## src/rtl/crc4_arb.sv

```systemverilog
// Two-requester round-robin front end for a CRC-4 engine.
// One word is in flight at a time; the response is held until the consumer accepts it.
module crc4_arb #(
    parameter int TIMEOUT = 63,
    parameter int DW      = 26
) (
    input  logic          clk,
    input  logic          rst,
    input  logic          req0_valid,
    input  logic [DW-1:0] req0_data,
    output logic          req0_ready,
    input  logic          req1_valid,
    input  logic [DW-1:0] req1_data,
    output logic          req1_ready,
    output logic          eng_start,
    output logic [DW-1:0] eng_data,
    input  logic          eng_done,
    input  logic [3:0]    eng_crc,
    output logic          resp_valid,
    input  logic          resp_ready,
    output logic          resp_id,
    output logic [3:0]    resp_crc,
    output logic          resp_err
);

    localparam int CW = (TIMEOUT < 1) ? 1 : $clog2(TIMEOUT + 1);

    typedef enum logic [1:0] {
        IDLE,
        START,
        BUSY,
        RESP
    } state_t;

    state_t          state_reg, state_next;
    logic            rr_reg, rr_next;
    logic [CW-1:0]   cnt_reg, cnt_next;
    logic [DW-1:0]   data_reg, data_next;
    logic            id_reg, id_next;
    logic [3:0]      crc_reg, crc_next;
    logic            err_reg, err_next;

    logic            gnt0;
    logic            gnt1;

    // rr picks the winner only when both requesters contend.
    assign gnt0 = req0_valid && (!req1_valid || !rr_reg);
    assign gnt1 = req1_valid && (!req0_valid ||  rr_reg);

    // Ready is gated by rst so nothing is acknowledged while reset is held.
    assign req0_ready = (state_reg == IDLE) && !rst && gnt0;
    assign req1_ready = (state_reg == IDLE) && !rst && gnt1;

    assign eng_start  = (state_reg == START);
    assign eng_data   = data_reg;
    assign resp_valid = (state_reg == RESP);
    assign resp_id    = id_reg;
    assign resp_crc   = crc_reg;
    assign resp_err   = err_reg;

    always_ff @(posedge clk or posedge rst) begin
        if (rst) begin
            state_reg <= IDLE;
            rr_reg    <= 1'b0;
            cnt_reg   <= '0;
            data_reg  <= '0;
            id_reg    <= 1'b0;
            crc_reg   <= 4'h0;
            err_reg   <= 1'b0;
        end else begin
            state_reg <= state_next;
            rr_reg    <= rr_next;
            cnt_reg   <= cnt_next;
            data_reg  <= data_next;
            id_reg    <= id_next;
            crc_reg   <= crc_next;
            err_reg   <= err_next;
        end
    end

    always_comb begin
        state_next = state_reg;
        rr_next    = rr_reg;
        cnt_next   = cnt_reg;
        data_next  = data_reg;
        id_next    = id_reg;
        crc_next   = crc_reg;
        err_next   = err_reg;
        unique case (state_reg)
            IDLE: begin
                if (gnt0 || gnt1) begin
                    data_next  = gnt1 ? req1_data : req0_data;
                    id_next    = gnt1;
                    rr_next    = !gnt1;
                    state_next = START;
                end
            end
            START: begin
                cnt_next   = '0;
                state_next = BUSY;
            end
            BUSY: begin
                // A done in the same cycle as the timeout takes priority.
                if (eng_done) begin
                    crc_next   = eng_crc;
                    err_next   = 1'b0;
                    state_next = RESP;
                end else if (cnt_reg == CW'(TIMEOUT)) begin
                    crc_next   = 4'h0;
                    err_next   = 1'b1;
                    state_next = RESP;
                end else begin
                    cnt_next = cnt_reg + CW'(1);
                end
            end
            RESP: begin
                if (resp_ready) begin
                    state_next = IDLE;
                end
            end
            default: state_next = IDLE;
        endcase
    end

endmodule

```

## config.mk

```make
export PLATFORM = sky130hd
export DESIGN_NAME = crc4_arb
export DESIGN_NICKNAME = d
export VERILOG_FILES = /design/src/rtl/crc4_arb.sv
export SDC_FILE = /design/constraint.sdc
export NUM_CORES = 1
export LEC_CHECK = 0
export CORE_MARGIN = 1
export CORE_UTILIZATION = 25
export CTS_CLUSTER_DIAMETER = 150
export DETAILED_ROUTE_END_ITERATION = 10
export DONT_BUFFER_PORTS = 1
export PLACE_DENSITY = 0.39
export SLEW_MARGIN = 20
export SYNTH_ARGS = -nofsm -noshare
export SYNTH_HDL_FRONTEND = slang
export SYNTH_SLANG_ARGS = --single-unit
```

## constraint.sdc

```tcl
create_clock -name clk -period 2.9 [get_ports clk]
set_clock_uncertainty 0.15 [all_clocks]
set_input_delay 0.87 -clock clk [delete_from_list [all_inputs] [get_ports clk]]
set_output_delay 0.87 -clock clk [all_outputs]
set_load 0.02 [all_outputs]
```

Word level (Yosys, flattened, before mapping)

Cells that the tools add are included.
W data, S select, Z words.

Register bits after elaboration: 41
Latch bits: 0
RAM bits: 0
Memory bits (read-only): 0
Bits of input ports: 62
Output and inout port bits: 36
Logic and storage cells: 50
Memories: 0

$add $sub $neg: 1
Multiply operators: 0
Div/mod/pow operators: 0
Magnitude comparators: 0
Equal/unequal tests: 9
Shift-type cells: 0
Multiplexer cells: 13
Bitwise logic cells: 0
Reductions and logical operators: 20

Operator list:

| cell                  | number |
|---|---|
| $mux W26              | 1 |
| $mux W6               | 2 |
| $pmux W6 S2           | 1 |
| $mux W2               | 4 |
| $mux W4               | 2 |
| $pmux W2 S4           | 1 |
| $add A6 B1 Y6 const B | 1 |
| $eq A6 B6 Y1 const B  | 1 |
| $reduce_and A3 Y1     | 2 |
| $logic_and A1 B1 Y1   | 5 |
| $logic_not A1 Y1      | 5 |
| $eq A2 B2 Y1 const B  | 2 |
| $ne A2 B1 Y1 const B  | 2 |
| $ne A2 B2 Y1 const B  | 2 |
| $reduce_and A2 Y1     | 2 |
| $reduce_bool A2 Y1    | 2 |
| $logic_or A1 B1 Y1    | 3 |
| $ne A3 B3 Y1 const B  | 1 |
| $eq A2 B1 Y1 const B  | 1 |
| $logic_not A2 Y1      | 1 |
| $mux W1               | 2 |

Logic depth before layout (Yosys ltp)

Gate-level depths: netlist of run 1.

Word-level depth: 6
Depth in mapped cells: 8

Worst setup path before layout of run 1

OpenSTA, ideal clock, no wires.

Path type: input to output
Start point: in rst
End point: out req0_ready
Data arrival time: 2,107 ps
Data required time: 1,880 ps
Slack: -227 ps
Cell stages on the path: 2
Cell sequence: inv_1 -> and2_1

Cells in the longest elaborated chain, start to end: 3

RTL lines:

| element                           | RTL line | source |
|---|---|---|
| from (decl)                       | 8        | `input logic rst,` |
| $logic_not A1 Y1 (no source line) | n/a      |  |
| $logic_and A1 B1 Y1 (2 in series) | 51       | `assign req0_ready = (state_reg == IDLE) && !rst && gnt0;` |
| to (decl)                         | 11       | `output logic req0_ready,` |

No other way between the ends.

Final worst setup path of run 1

Start point: reg state_reg[1]
End point: out req0_ready

Cells in the longest elaborated chain, start to end: 3

RTL lines:

| element                           | RTL line | source |
|---|---|---|
| from (decl)                       | 35       | `state_t state_reg, state_next;` |
| from (signal assigned)            | 71       | `state_reg <= state_next;` |
| $logic_not A2 Y1                  | 51       |  |
| $logic_and A1 B1 Y1 (2 in series) | 51       |  |

No other way between the ends.

==> results_dict.tcl, run 1 <==
set metrics [dict create \
    status "finished clean" \
    end_kind "output port" \
    finalSetupViolations 0 \
    yosys.cell_types.count 33 \
    die_w_um 90.70 \
    drtPass1Iterations 4 \
    period_needed_ns 2.709 \
    p_total_uw 2548 \
    postCtsResizedCells 0 \
    nFillCells 810 \
    synthTopCellsByArea "dfrtp_1 (52%), nand2_1 (11%), a22oi_1 (10%)" \
    drv_cap 0 \
    cts_hold_buf 0 \
    drc_errors 0 \
    place_ws_ns 0.4861 \
    routed_wl_um 4764 \
    htreeDepth 2 \
    cts_setup_buffers 0 \
    grt_overflow 0 \
    fin_setup_tns_ns 0 \
    clock.fmax_mhz 369.1 \
    antenna_cells 0 \
    crit_type "reg -> out" \
    grt_pass1_wl_um 7314 \
    numCtsBuffers 5 \
    cts.clk_slew.worst_paths_ns 0.09 \
    first_global_vias 1382 \
    ioPinCount 98 \
    ys.flop_type "dfrtp_1" \
    avgSynthCellArea_um2 9.984 \
    grt_max_degree 35 \
    die_area_um2 8226 \
    syn-num-nets 264 \
    area_delta_synth_final_pct 11.32 \
    row_count 31 \
    worst_slew_pin_slew_ns 0.4674 \
    fin_crit_sh_pct 93.42 \
    track_usage_pct 11.60 \
    synth-seq-cells 41 \
    synth_area_um2 1967 \
    clockBufferDepth 2 \
    synth_seq_area_share_pct 52.16 \
    timing.slew.headroom_pct 68.84 \
    antenna_found_initial 0 \
    synth.largest_area_cell "dfrtp_1" \
    die_y_um 90.70 \
    portBuffers 0 \
    yosys.area.top_type_share_pct 52.16 \
    largest_register_ffs 26 \
    drive_gt1_share_pct 11.62 \
    cts_tree "done" \
    cp_max_fo 5 \
    fin_area_um2 2190 \
    ant_nets 0 \
    synth_common_cells "nand2_1 (59), dfrtp_1 (41), a22oi_1 (27), a21oi_1 (8), inv_1 (7)" \
    holdCritPathClass "in -> async" \
    drtIter0Drc 34 \
    avgViaCountPerCell 4.808 \
    hold_viol 0 \
    rsz0062_at_grt "false" \
    layout_setup_ws_ns 0.1909 \
    yosys.cell_count.top_type "nand2_1" \
    start_kind "flip-flop" \
    insertion_delay_ns 0.30 \
    vdd_ir_drop_max_v 0.0003056 \
    syn_inst 197 \
    p_leak_uw 0.001006 \
    fp.coreArea_um2 7447 \
    via_count 1428 \
    hpwl_um 3300 \
    rrSetupSlack_ns 0.99 \
    crit_required_ns 1.88 \
    final_nets 264 \
    initial_core_util_pct 26.41 \
    drv_slew 0 \
    synth_edf_count 0 \
    clock_sinks 41 \
    cts_root_buf "clkbuf_8" \
    wl_per_cell_um 16.04 \
    async_flop_share_pct 100.0 \
    power_density_nw_per_um2 1164 \
    place_congestion 0.6854 \
    yosys_warnings 0 \
    arrival_ns 1.69 \
    dpl-instance-area_um2 2056 \
]
## metrics by stage
stage | hold slack, ns | cells | utilization, %
after floorplan | 0.3744 | 197 | -
after global placement | 0.4102 | 289 | 27.60
after detailed placement | 0.4105 | 289 | 27.60
after CTS | 0.2045 | 297 | 29.40
after global routing | 0.2145 | 297 | 29.40
final | 0.2104 | 297 | 29.40
## per-layer routing
metal / vias to the layer above / part of all wire, % / GRT usage, %
li1: 685 / - / -
met2: 74 / 42 / 16.54
met4: 0 / 1.8 / 5.242
met1: 662 / 47 / 15.46
met5: - / 0 / 0
met3: 7 / 9.5 / 4.293
## where the power goes
| part | total [µW] | internal (µW) | switching, µW | leakage [µW] |
|---|---|---|---|---|
| logic | 765 | 295 | 469 | 0.000420 |
| registers | 1230 | 809 | 420 | 0.000518 |
| clock network | 554 | 342 | 212 | 0.0000681 |
| total | 2550 | 1450 | 1100 | 0.00101 |
## kinds of logic after synthesis
group                      count (synthesis)  share of synthesized area (%)
and+or+nand+nor                           78                          17.05
DFF                                       41                          52.16
AOI/OAI and AO/OA                         53                          21.63
buffers and inverters                     19                          5.216
adders and majority gates                  5                          3.181
muxes                                      1                         0.7631
## path summary, 6_finish.rpt
path	endpoint	start	cells after the start
min	eng_data[2]$_DFFE_PP0P_	rst	1
min reg2reg	cnt_reg[0]$_DFFE_PP0P_	cnt_reg[0]$_DFFE_PP0P_	1
max reg2reg	state_reg[1]$_DFFE_PP0P_	cnt_reg[0]$_DFFE_PP0P_	5
min in group clk	cnt_reg[0]$_DFFE_PP0P_	cnt_reg[0]$_DFFE_PP0P_	1
max in group asynchronous	resp_err$_DFFE_PP0P_	rst	2
max	req0_ready	state_reg[1]$_DFFE_PP0P_	5
## layout make-up
cell class / count / area (µm²) / area share, %
well taps: 99 / 123.9 / 5.657
inverters: 7 / 30.03 / 1.371
repair buffers: 5 / 37.54 / 1.714
clock inverters: 3 / 65.06 / 2.971
multi-input cells: 137 / 838.3 / 38.29
clock buffers: 5 / 68.82 / 3.143
flip-flops and latches: 41 / 1026 / 46.86
## placed cells by master (no fill, tap or decap), types with 2 or more instances in the layout
master      n
nand2_1    59
dfrtp_1    41
a22oi_1    27
a21oi_1     8
inv_1       6
ha_1        5
clkbuf_8    5
buf_4       5
a32o_1      4
nor2_1      4
nand3_1     4
a21oi_4     2
nand2b_1    2
o21ai_0     2
a41oi_1     2
nor2b_1     2
and2_1      2
bufinv_16   2
## worst max-delay path, cell delays in order, from the launching register on
cell and delay [ns]:
dfrtp_1 0.44, inv_1 0.10, ha_1 0.31, nand2_2 0.12, a21oi_4 0.14, and2_1 0.28
No activity file was read; power rests on OpenSTA's default activity.
==> inputs of run 2 (changes only) <==
CORE_ASPECT_RATIO = 2   (was default)
SKIP_CTS_REPAIR_TIMING = 1   (was default)
==> run 2 against run 1 <==
- power grew 3.9%
- register-to-register slack is essentially flat
- count of clock-buffer cells in the layout grew 2
==> results_dict.tcl, run 2 (synthesized netlist as in run 1, its figures left out) <==
set metrics [dict create \
    ant_nets 0 \
    initial_core_util_pct 25.88 \
    cp_max_fo 5 \
    portBuffers 0 \
    holdWs_ns 0.2162 \
    fp.coreArea_um2 7601 \
    first_global_vias 1506 \
    largest_register_ffs 26 \
    ioPinCount 98 \
    final_nets 265 \
    layout_setup_ws_ns 0.2526 \
    clockBufferDepth 2 \
    end_kind "output port" \
    p_leak_uw 0.001027 \
    arrival_ns 1.63 \
    drive_gt1_share_pct 11.56 \
    fin_crit_sh_pct 91.29 \
    rsz0062_at_grt "false" \
    clock_sinks 41 \
    grt_pass1_wl_um 7686 \
    via_count 1483 \
    layout.area.seq_um2 1026 \
    switchingPower_uw 1111 \
    hpwl_um 3631 \
    period_needed_ns 2.647 \
    die_w_um 64.72 \
    clockPowerShare_pct 24.5 \
    p_total_uw 2647 \
    antenna_cells 0 \
    die_area_um2 8248 \
    internal-power_uw 1537 \
    rrSetupSlack_ns 0.98 \
    htreeDepth 2 \
    final_cell_mix "nand2_1 (59), dfrtp_1 (41), a22oi_1 (27)" \
    insertion_delay_ns 0.28 \
    layout_commonest_cell "nand2_1" \
    start_kind "flip-flop" \
    place_congestion 0.7961 \
    worst_slew_pin_slew_ns 0.4208 \
    crit_type "reg -> out" \
    multiInputGateArea_um2 838.3 \
    fin_setup_tns_ns 0 \
    drv_slew 0 \
    track_usage_pct 12.62 \
    routed_wl_um 5006 \
    final_util_pct 29.33 \
    cts.clk_slew.worst_paths_ns 0.06 \
    clock.fmax_mhz 377.7 \
    holdCritPathClass "in -> async" \
    wl_per_cell_um 17.09 \
    drv_cap 0 \
    area_delta_synth_final_pct 13.36 \
    place_ws_ns 0.4961 \
    swShare_pct 41.95 \
    hold_viol 0 \
    power_density_nw_per_um2 1187 \
    cts_root_buf "clkbuf_16" \
    grt_overflow 0 \
    drc_errors 0 \
    power_frac_comb_pct 29.0 \
    vdd_ir_drop_max_v 0.0003501 \
    numCtsBuffers 5 \
    crit_required_ns 1.88 \
    die_y_um 127.4 \
    drtIter0Drc 67 \
    antenna_found_initial 0 \
    drtPass1Iterations 4 \
    cts_tree "done" \
    nFillCells 794 \
    timing.slew.headroom_pct 71.95 \
    avgViaCountPerCell 5.061 \
    sequentialPowerShare_pct 46.5 \
    finalSetupViolations 0 \
    row_count 45 \
    status "finished clean" \
    grt_max_degree 32 \
]
-- run 2: area by class of cell --
| type | instances | area share (%) |
|---|---|---|
| Sequential cell | 41 | 46.02 |
| Multi-Input combinational cell | 137 | 37.60 |
| Clock buffer | 7 | 6.397 |
| Tap cell | 94 | 5.275 |
| Timing Repair Buffer | 6 | 2.020 |
| Clock inverter | 1 | 1.347 |
| Inverter | 7 | 1.347 |
-- run 2: final timing paths --
| check | cells past startpoint | from | to |
|---|---|---|---|
| max | 5 | state_reg[0]$_DFFE_PP0P_ | req0_ready |
| min | 1 | rst | cnt_reg[5]$_DFFE_PP0P_ |
| max reg2reg | 5 | cnt_reg[0]$_DFFE_PP0P_ | state_reg[1]$_DFFE_PP0P_ |
| min reg2reg | 2 | cnt_reg[1]$_DFFE_PP0P_ | cnt_reg[1]$_DFFE_PP0P_ |
| max in group asynchronous | 2 | rst | cnt_reg[1]$_DFFE_PP0P_ |
| min in group clk | 2 | cnt_reg[1]$_DFFE_PP0P_ | cnt_reg[1]$_DFFE_PP0P_ |
-- run 2: layer usage --
metal / share of wire (%) / track usage (%)
met1: 36 / 12.50
met5: 0 / 0
met4: 3.5 / 7.059
met3: 5.6 / 2.768
met2: 55 / 23.28
-- run 2: stage by stage --
| step | instance area [µm²] | std cells |
|---|---|---|
| after floorplan | 1971 | 197 |
| after global placement | 2057 | 285 |
| after detailed placement | 2057 | 285 |
| after CTS | 2230 | 293 |
| after global routing | 2230 | 293 |
| final | 2230 | 293 |
-- run 2: worst max-delay path, stage by stage, from the launching register on --
cell and delay (ns):
dfrtp_1 0.39, inv_1 0.10, ha_1 0.31, nand2_2 0.12, a21oi_4 0.13, and2_1 0.30
-- run 2: power groups by stage --
stage	Clock [µW]	Combinational, µW	Sequential, µW
after floorplan	0	644	1200
after global placement	0	779	1250
after detailed placement	0	788	1250
after CTS	679	791	1240
after global routing	698	879	1260
final	650	768	1230
